**src/rtl/ula_multiciclo.sv**
```systemverilog
// ---------------------------------------------------------------------------
// ula_multiciclo
//
// Multi-cycle ALU that takes the 4-bit ALUControl code from the ALU-control
// decoder. Logic and arithmetic operations finish one cycle after they are
// accepted. Shifts by a non-zero amount run one bit per cycle, so the control
// unit can stall on busy while a long shift is in progress.
//
// Ports
//   clk        in   1      clock, every state update on the rising edge
//   rst_n      in   1      synchronous reset, active-low
//   start      in   1      launch an operation (only looked at in IDLE)
//   alu_ctrl   in   4      ALUControl code
//   a          in   WIDTH  operand A (rs)
//   b          in   WIDTH  operand B (rt / immediate), also the shift source
//   shamt      in   SHW    shift amount for SLL/SRL/SRA
//   busy       out  1      high whenever the FSM is not in IDLE
//   done       out  1      one-cycle pulse; result and flags are valid
//   result     out  WIDTH  registered result, held until the next accepted op
//   zero       out  1      result == 0 (for BNE: a != b)
//   overflow   out  1      signed overflow of ADD/SUB, 0 otherwise
//   illegal    out  1      alu_ctrl was not a recognised code
//   dbg_state  out  2      current FSM state (0 IDLE, 1 SHIFT, 2 DONE)
//
// Handshake: an operation is accepted on a rising edge where the FSM is in
// IDLE and start is high; a, b, alu_ctrl and shamt are captured on that edge
// and are not looked at again for that operation. start is ignored while busy.
// done is high for exactly one cycle, and result/flags are stable from that
// cycle until the next accepted operation.
// ---------------------------------------------------------------------------
module ula_multiciclo #(
  parameter int WIDTH = 32,
  parameter int SHW   = 5
) (
  input  logic             clk,
  input  logic             rst_n,
  input  logic             start,
  input  logic [3:0]       alu_ctrl,
  input  logic [WIDTH-1:0] a,
  input  logic [WIDTH-1:0] b,
  input  logic [SHW-1:0]   shamt,
  output logic             busy,
  output logic             done,
  output logic [WIDTH-1:0] result,
  output logic             zero,
  output logic             overflow,
  output logic             illegal,
  output logic [1:0]       dbg_state
);

  // ALUControl codes
  localparam logic [3:0] C_AND  = 4'b0000;
  localparam logic [3:0] C_OR   = 4'b0001;
  localparam logic [3:0] C_ADD  = 4'b0010;
  localparam logic [3:0] C_SLLV = 4'b0011;
  localparam logic [3:0] C_SRLV = 4'b0100;
  localparam logic [3:0] C_SRAV = 4'b0101;
  localparam logic [3:0] C_SUB  = 4'b0110;
  localparam logic [3:0] C_SLT  = 4'b0111;
  localparam logic [3:0] C_BNE  = 4'b1000;
  localparam logic [3:0] C_SLL  = 4'b1001;
  localparam logic [3:0] C_SRL  = 4'b1010;
  localparam logic [3:0] C_XOR  = 4'b1011;
  localparam logic [3:0] C_NOR  = 4'b1100;
  localparam logic [3:0] C_SRA  = 4'b1101;
  localparam logic [3:0] C_SLTU = 4'b1111;

  // Shift direction/fill kept across the iterative shift
  localparam logic [1:0] K_SLL = 2'd0;
  localparam logic [1:0] K_SRL = 2'd1;
  localparam logic [1:0] K_SRA = 2'd2;

  typedef enum logic [1:0] {
    S_IDLE  = 2'd0,
    S_SHIFT = 2'd1,
    S_DONE  = 2'd2
  } state_t;

  state_t           r_state;
  state_t           w_next_state;

  logic [WIDTH-1:0] r_result;
  logic             r_zero;
  logic             r_overflow;
  logic             r_illegal;
  logic [WIDTH-1:0] r_shreg;
  logic [SHW-1:0]   r_cnt;
  logic [1:0]       r_kind;

  // Decode of the operation presented on the inputs
  logic [WIDTH-1:0] w_sum;
  logic [WIDTH-1:0] w_diff;
  logic [WIDTH-1:0] w_res;
  logic             w_zero;
  logic             w_ovf;
  logic             w_illegal;
  logic             w_is_bne;
  logic             w_is_shift;
  logic [1:0]       w_kind;
  logic [SHW-1:0]   w_amt;

  // Iterative shift step and FSM control
  logic [WIDTH-1:0] w_shift_step;
  logic             w_accept;
  logic             w_start_shift;
  logic             w_last_shift;

  assign w_sum  = a + b;
  assign w_diff = a - b;

  always_comb begin
    w_res      = '0;
    w_ovf      = 1'b0;
    w_illegal  = 1'b0;
    w_is_bne   = 1'b0;
    w_is_shift = 1'b0;
    w_kind     = K_SLL;
    w_amt      = shamt;
    case (alu_ctrl)
      C_AND:  w_res = a & b;
      C_OR:   w_res = a | b;
      C_XOR:  w_res = a ^ b;
      C_NOR:  w_res = ~(a | b);
      C_ADD: begin
        w_res = w_sum;
        // Same-sign operands whose sum changes sign
        w_ovf = (a[WIDTH-1] == b[WIDTH-1]) && (w_sum[WIDTH-1] != a[WIDTH-1]);
      end
      C_SUB: begin
        w_res = w_diff;
        // Different-sign operands whose difference takes b's sign
        w_ovf = (a[WIDTH-1] != b[WIDTH-1]) && (w_diff[WIDTH-1] != a[WIDTH-1]);
      end
      C_SLT:  w_res[0] = ($signed(a) < $signed(b));
      C_SLTU: w_res[0] = (a < b);
      C_BNE: begin
        w_res    = w_diff;
        w_is_bne = 1'b1;
      end
      // Shifts: w_res = b covers the zero-amount case, which completes
      // in one cycle with b unchanged.
      C_SLL: begin
        w_is_shift = 1'b1;
        w_kind     = K_SLL;
        w_res      = b;
      end
      C_SRL: begin
        w_is_shift = 1'b1;
        w_kind     = K_SRL;
        w_res      = b;
      end
      C_SRA: begin
        w_is_shift = 1'b1;
        w_kind     = K_SRA;
        w_res      = b;
      end
      C_SLLV: begin
        w_is_shift = 1'b1;
        w_kind     = K_SLL;
        w_amt      = a[SHW-1:0];
        w_res      = b;
      end
      C_SRLV: begin
        w_is_shift = 1'b1;
        w_kind     = K_SRL;
        w_amt      = a[SHW-1:0];
        w_res      = b;
      end
      C_SRAV: begin
        w_is_shift = 1'b1;
        w_kind     = K_SRA;
        w_amt      = a[SHW-1:0];
        w_res      = b;
      end
      default: begin
        w_res     = '0;
        w_illegal = 1'b1;
      end
    endcase
  end

  // BNE reports "branch taken" on zero rather than the subtraction result
  assign w_zero = w_is_bne ? (a != b) : (w_res == '0);

  always_comb begin
    w_shift_step = r_shreg;
    case (r_kind)
      K_SLL:   w_shift_step = {r_shreg[WIDTH-2:0], 1'b0};
      K_SRL:   w_shift_step = {1'b0, r_shreg[WIDTH-1:1]};
      K_SRA:   w_shift_step = {r_shreg[WIDTH-1], r_shreg[WIDTH-1:1]};
      default: w_shift_step = r_shreg;
    endcase
  end

  assign w_accept      = (r_state == S_IDLE) && start;
  assign w_start_shift = w_is_shift && (w_amt != '0);
  assign w_last_shift  = (r_state == S_SHIFT) && (r_cnt == SHW'(1));

  // Next-state logic
  always_comb begin
    w_next_state = r_state;
    case (r_state)
      S_IDLE: begin
        if (start) begin
          w_next_state = w_start_shift ? S_SHIFT : S_DONE;
        end
      end
      S_SHIFT: begin
        if (r_cnt == SHW'(1)) begin
          w_next_state = S_DONE;
        end
      end
      S_DONE:  w_next_state = S_IDLE;
      default: w_next_state = S_IDLE;
    endcase
  end

  // State register and datapath
  always_ff @(posedge clk) begin
    if (!rst_n) begin
      r_state    <= S_IDLE;
      r_result   <= '0;
      r_zero     <= 1'b0;
      r_overflow <= 1'b0;
      r_illegal  <= 1'b0;
      r_shreg    <= '0;
      r_cnt      <= '0;
      r_kind     <= K_SLL;
    end else begin
      r_state <= w_next_state;

      if (w_accept) begin
        if (w_start_shift) begin
          // Result and flags stay at the previous op's values until the
          // last shift step lands.
          r_shreg <= b;
          r_cnt   <= w_amt;
          r_kind  <= w_kind;
        end else begin
          r_result   <= w_res;
          r_zero     <= w_zero;
          r_overflow <= w_ovf;
          r_illegal  <= w_illegal;
        end
      end

      if (r_state == S_SHIFT) begin
        r_shreg <= w_shift_step;
        r_cnt   <= r_cnt - SHW'(1);
      end

      if (w_last_shift) begin
        r_result   <= w_shift_step;
        r_zero     <= (w_shift_step == '0);
        r_overflow <= 1'b0;
        r_illegal  <= 1'b0;
      end
    end
  end

  assign busy      = (r_state != S_IDLE);
  assign done      = (r_state == S_DONE);
  assign result    = r_result;
  assign zero      = r_zero;
  assign overflow  = r_overflow;
  assign illegal   = r_illegal;
  assign dbg_state = r_state;

endmodule

```
**config.mk**
```make
export PLATFORM = sky130hd
export DESIGN_NAME = ula_multiciclo
export DESIGN_NICKNAME = d
export VERILOG_FILES = /design/src/rtl/ula_multiciclo.sv
export SDC_FILE = /design/constraint.sdc
export NUM_CORES = 1
export LEC_CHECK = 0
export ABC_CLOCK_PERIOD_IN_PS = 5400
export CORE_MARGIN = 8
export CORE_UTILIZATION = 43
export DETAILED_ROUTE_END_ITERATION = 7
export PLACE_DENSITY = 0.61
export SETUP_SLACK_MARGIN = 0.5
export SLEW_MARGIN = 20
export SYNTH_ARGS = -nofsm -noshare
export SYNTH_HDL_FRONTEND = slang
export SYNTH_SLANG_ARGS = --single-unit
```
**constraint.sdc**
```tcl
create_clock -name clk -period 5.4 [get_ports clk]
set_input_delay 0.81 -clock clk [delete_from_list [all_inputs] [get_ports clk]]
set_output_delay 0.81 -clock clk [all_outputs]
set_load 0.05 [all_outputs]
```
Word-level counts from Yosys, hierarchy flattened --
Cells that the tools add are included.
Word-level totals: register bits after elaboration 76, logic and storage cells 99, output and inout port bits 39, input bits 76
Operators by class: reduce and logical (&&, ||, !) cells 27, add/subtract/negate cells 3, equal/unequal tests 27, bitwise operators 6, magnitude comparators 2, multiplexer cells 26
Operators by type and width (count):
- 31-bit one-hot mux with 7 select lines | 1
- 32-bit 2-to-1 mux | 6
- 32-bit one-hot mux with 3 select lines | 1
- 32-bit zero test | 2
- 32-bit < comparator | 2
- 32-bit adder | 1
- 32-bit AND | 1
- 32-bit != test | 1
- 32-bit inverter | 1
- 32-bit bitwise OR | 1
- 32-bit subtractor | 1
- 32-bit XOR | 1
- 4-bit equality test, second input constant | 7
- 5-bit 2-to-1 mux | 4
- 4-bit by 3-bit equality test with 1-bit output, second input constant | 4
- 15-bit OR reduction | 1
- 2-bit AND reduction | 5
- 1-bit one-hot mux with 9 select lines | 1
- 4-bit by 2-bit equality test with 1-bit output, second input constant | 2
- 2-bit one-hot mux with 2 select lines | 2
- 2-bit nonzero test | 4
- 2-bit OR reduction | 4
- 1-bit 2-to-1 mux | 7
- 2-bit 2-to-1 mux | 3
- other kinds (17) | 28

Logic depth before layout (Yosys ltp) --
depth in word-level cells 8, mapped depth 16, gate-level depth less buffers 14

Least setup slack after synthesis --
Ideal clock, no wire load.
kind in2reg, start input port a[0], end register r_zero, in the netlist zero, path buffers 0, slack 1.361 ns, arrival time 3.943 ns, data required time 5.304 ns, stages on the path 13, setup time 0.096 ns, path through ha_1 -> fa_1 -> mux2_2 -> a22oi_1 -> nand4_1 -> a2111oi_0 -> nand4_1 -> or4_1 -> nor4_1 -> nand4_1 -> nor4_1 -> nand4_1 -> o41ai_2
On the way: word-level cells in the longest chain between the ends 8, elaborated cells on any way between the ends 21, classes of those cells 2 x add/sub; 2 x order compare; 2 x eq/ne; 7 x mux; 4 x bitwise; 4 x reduce/logical
RTL lines:
- start: declaration | line 39 | input logic [WIDTH-1:0] a,
- parallel branches: the longest is 8 deep, another holds 32-bit subtractor
- end signal: assignment | line 241 | r_zero <= w_zero;
- end signal: assignment | line 254 | r_zero <= (w_shift_step == '0);
- end: declaration | line 83 | logic r_zero;
Several ways; the timed one is not identified. The select of a mux whose other input is x is not followed. A chain may end at the register's enable or synchronous reset.

Worst setup path after layout --
start input port b[15], end register r_zero, in the netlist zero
On the way: word-level cells in the longest chain between the ends 8, elaborated cells on any way between the ends 16, classes of those cells 2 x add/sub; 2 x order compare; 1 x eq/ne; 6 x mux; 4 x bitwise; 1 x reduce/logical
RTL lines:
- start: declaration | line 40 | input logic [WIDTH-1:0] b,
- parallel branches: the longest is 4 deep, another holds 32-bit subtractor
- 1-bit 2-to-1 mux * | line 183 | assign w_zero = w_is_bne ? (a != b) : (w_res == '0);
- 1-bit 2-to-1 mux * | line 233 | if (w_start_shift) begin
- 1-bit 2-to-1 mux * | line 232 | if (w_accept) begin
- 1-bit 2-to-1 mux * | line 252 | if (w_last_shift) begin
Every way passes the cells marked *. The select of a mux whose other input is x is not followed.

==> metrics.txt <==
status finished, final reports clean; fin crit share 0.874; r2r startpoint dbg_state[0]; Crit. End Element register; Power Dens Cells 225 nW/um^2; num ports 115; initial core utilization 0.435; top cell type's share of synthesized area 0.145; most frequent cells in the layout nand2_1, clkdlybuf4s50_1, a21oi_1; Post-CTS Setup Inserts 0; drt pass-1 iters 6; Achievable Freq 0.212 GHz; Crit. Startpoint b[15]; Worst Reg-to-Reg Cells 13; leak pwr 5.11 nW; clk sinks 76; critical path class in2reg; min-delay src result[11]; CP required 5650 ps; R2R Path End zero; clock skew 6.67 ps; Fin. Hold Viols 0; most common library cell in the layout ignoring fill and taps nand2_1; Rows 57; fin crit period 4720 ps; Arrival @ worst endpoint 4970 ps; Slew HR 0.241; DR WL/cell 25.3 um; async set or reset register ratio after synthesis 0; HP Class reg2reg; area grow syn2layout 20.3%; Net count, final 1768; worst vdd ir 0.200 mV; dpl hpwl 37500 um; YS warnings 0; Crit path max-delay family compound AO/OA/AOI/OAI gates; Via Count 12.7k; ys flop type dfxtp_1; reg-to-reg slack, setup 1720 ps; Synth area leader dfxtp_1; clock transition at the registers of the reported paths 60 ps; clock root cell clkbuf_16; initial antenna violation count 0; core area 24200 um^2; Hold Path End result[11]; Layout Cell Area excl Fill 12700 um^2; gr usage total 0.318; Worst Path Max Fanout 14; vias in the first global route 11.6k; number of buffers and inverters on the critical path 2; Setup-failing EPs final 0; register area share after synthesis 0.145; Post-Synthesis Cells 1509; # DRC 0; Mapped Avg Cell Area 6.97 um^2; slowest CP cell ha_1; Slew Viols, Final 0; Mapped Area 10500 um^2; Die Width 172 um; layout cells sized above 1 0.0872; max-cap viol count 0; final WL 48500 um; FF+latch count, synth 76; Post-CTS Hold Fix Bufs 0; Clk Latency, worst-skew pair 340 ps; CTS buffer count 9; global-route wire length before repair 72000 um; PortBufs 114; ranking of synthesized cells by area dfxtp_1, ha_1, nand2_1; pin slew with the least headroom to its limit 1120 ps; EDFF count, synth 0; Die Height 172 um; crit start category input port; CP cell instances clkdlybuf4s50_1 > inv_1 > ha_1 > nand4_1 > nor2b_1 > nand4b_1 > o21ai_0 > o22a_1 > o21ai_0 > a2bb2oi_1 > a211o_1 > nor4_1 > nand4_1 > o41ai_2; RSZ-0062 raised after global routing false; CTS tree yes; routability cong. 0.976; vias per cell 6.62; die area 29700 um^2; Post-DRT Antenna Nets 0; pin count of the biggest net entering global routing 75; GRT overflow 0; WHS Path Cells 2; Cell Area, Placed 12200 um^2; Max clock buf depth 2; htree depth 3; Synth Net Count 1688; DR iter-0 viols 1711; CP max stage delay 670 ps; total negative slack 0 ps; synth unique cells 82
-- flip-flops by register name, summed over array words and instances (netlist names) --
signal	flops
overflow	1
r_kind	2
zero	1
r_shreg	32
dbg_state	2
r_cnt	5
result	32
illegal	1
-- stage by stage --
stage	setup slack [ps]	hold slack [ps]	util	instances	total power, W
finish	681	457	0.524	1919	0.00284
global route	515	483	0.523	1918	0.00297
CTS	526	464	0.521	1918	0.00279
detailed placement	109	457	0.506	1902	0.00207
global placement	128	449	0.506	1902	0.00208
floorplan	1360	507	-	1509	0.00154
-- worst max path at each step --
| stage | endpoint | slack, ps | cells after the start |
|---|---|---|---|
| 2_1_floorplan | zero | 1360 | 13 |
| 4_1_cts | zero | 530 | 13 |
| 3_3_place_gp | zero | 130 | 14 |
| 5_1_grt | zero | 520 | 14 |
| 3_5_place_dp | zero | 110 | 14 |
| 6_report | zero | 680 | 14 |
-- power by group --
group	switching [W]	internal (W)
logic	0.000914	0.000525
registers	0.0000562	0.000623
clock network	0.000245	0.000478
-- area by class of cell --
cell class / count / area, um^2
Inverter: 101 / 379
Sequential cell: 76 / 1520
Clock buffer: 11 / 253
Fill cell: 2446 / 11500
Tap cell: 324 / 405
Antenna cell: 1 / 2.50
Timing Repair Buffer: 191 / 1750
Multi-Input combinational cell: 1210 / 8240
Clock inverter: 5 / 108
-- tightest hold or removal path, cell delays in order, from the launching register on --
cell	delay, ps
dfxtp_1	300
nand2_1	40
a21boi_0	60
-- Yosys cell counts (18+ instances only) --
cell type  number
nand2_1       175
a21oi_1       110
nor2_1        105
ha_1          101
inv_1          99
clkbuf_1       92
o21ai_0        80
dfxtp_1        76
o211ai_1       50
nor2b_1        48
and3_1         35
a221oi_1       34
a22oi_1        34
nand3_1        29
o221ai_1       26
o22a_1         25
nand4_1        23
nor4_1         22
o31ai_1        21
o22ai_1        20
and2_1         18
nor3_1         18
-- per-layer routing --
metal	wire length, um	vias to the layer above	GRT usage
met5	0	-	0
met4	2090	0	0.133
met3	5050	114	0.0669
met2	21000	721	0.485
met1	20300	6067	0.427
li1	-	5810	-
-- cells by family after synthesis --
kind of cell    synth area share
buf+inv                   0.0828
fa+ha+maj                  0.124
compound gates             0.377
flops                      0.145
mux                       0.0130
xor+xnor                 0.00999
simple gates               0.249
-- what timing repair did --
action | in CTS | in global routing
setup endpoints to repair | 1 | 1
hold endpoints to repair | 0 | 0
gates resized for setup | 1 | 15
Note: power is estimated with default switching activity, not from simulation.
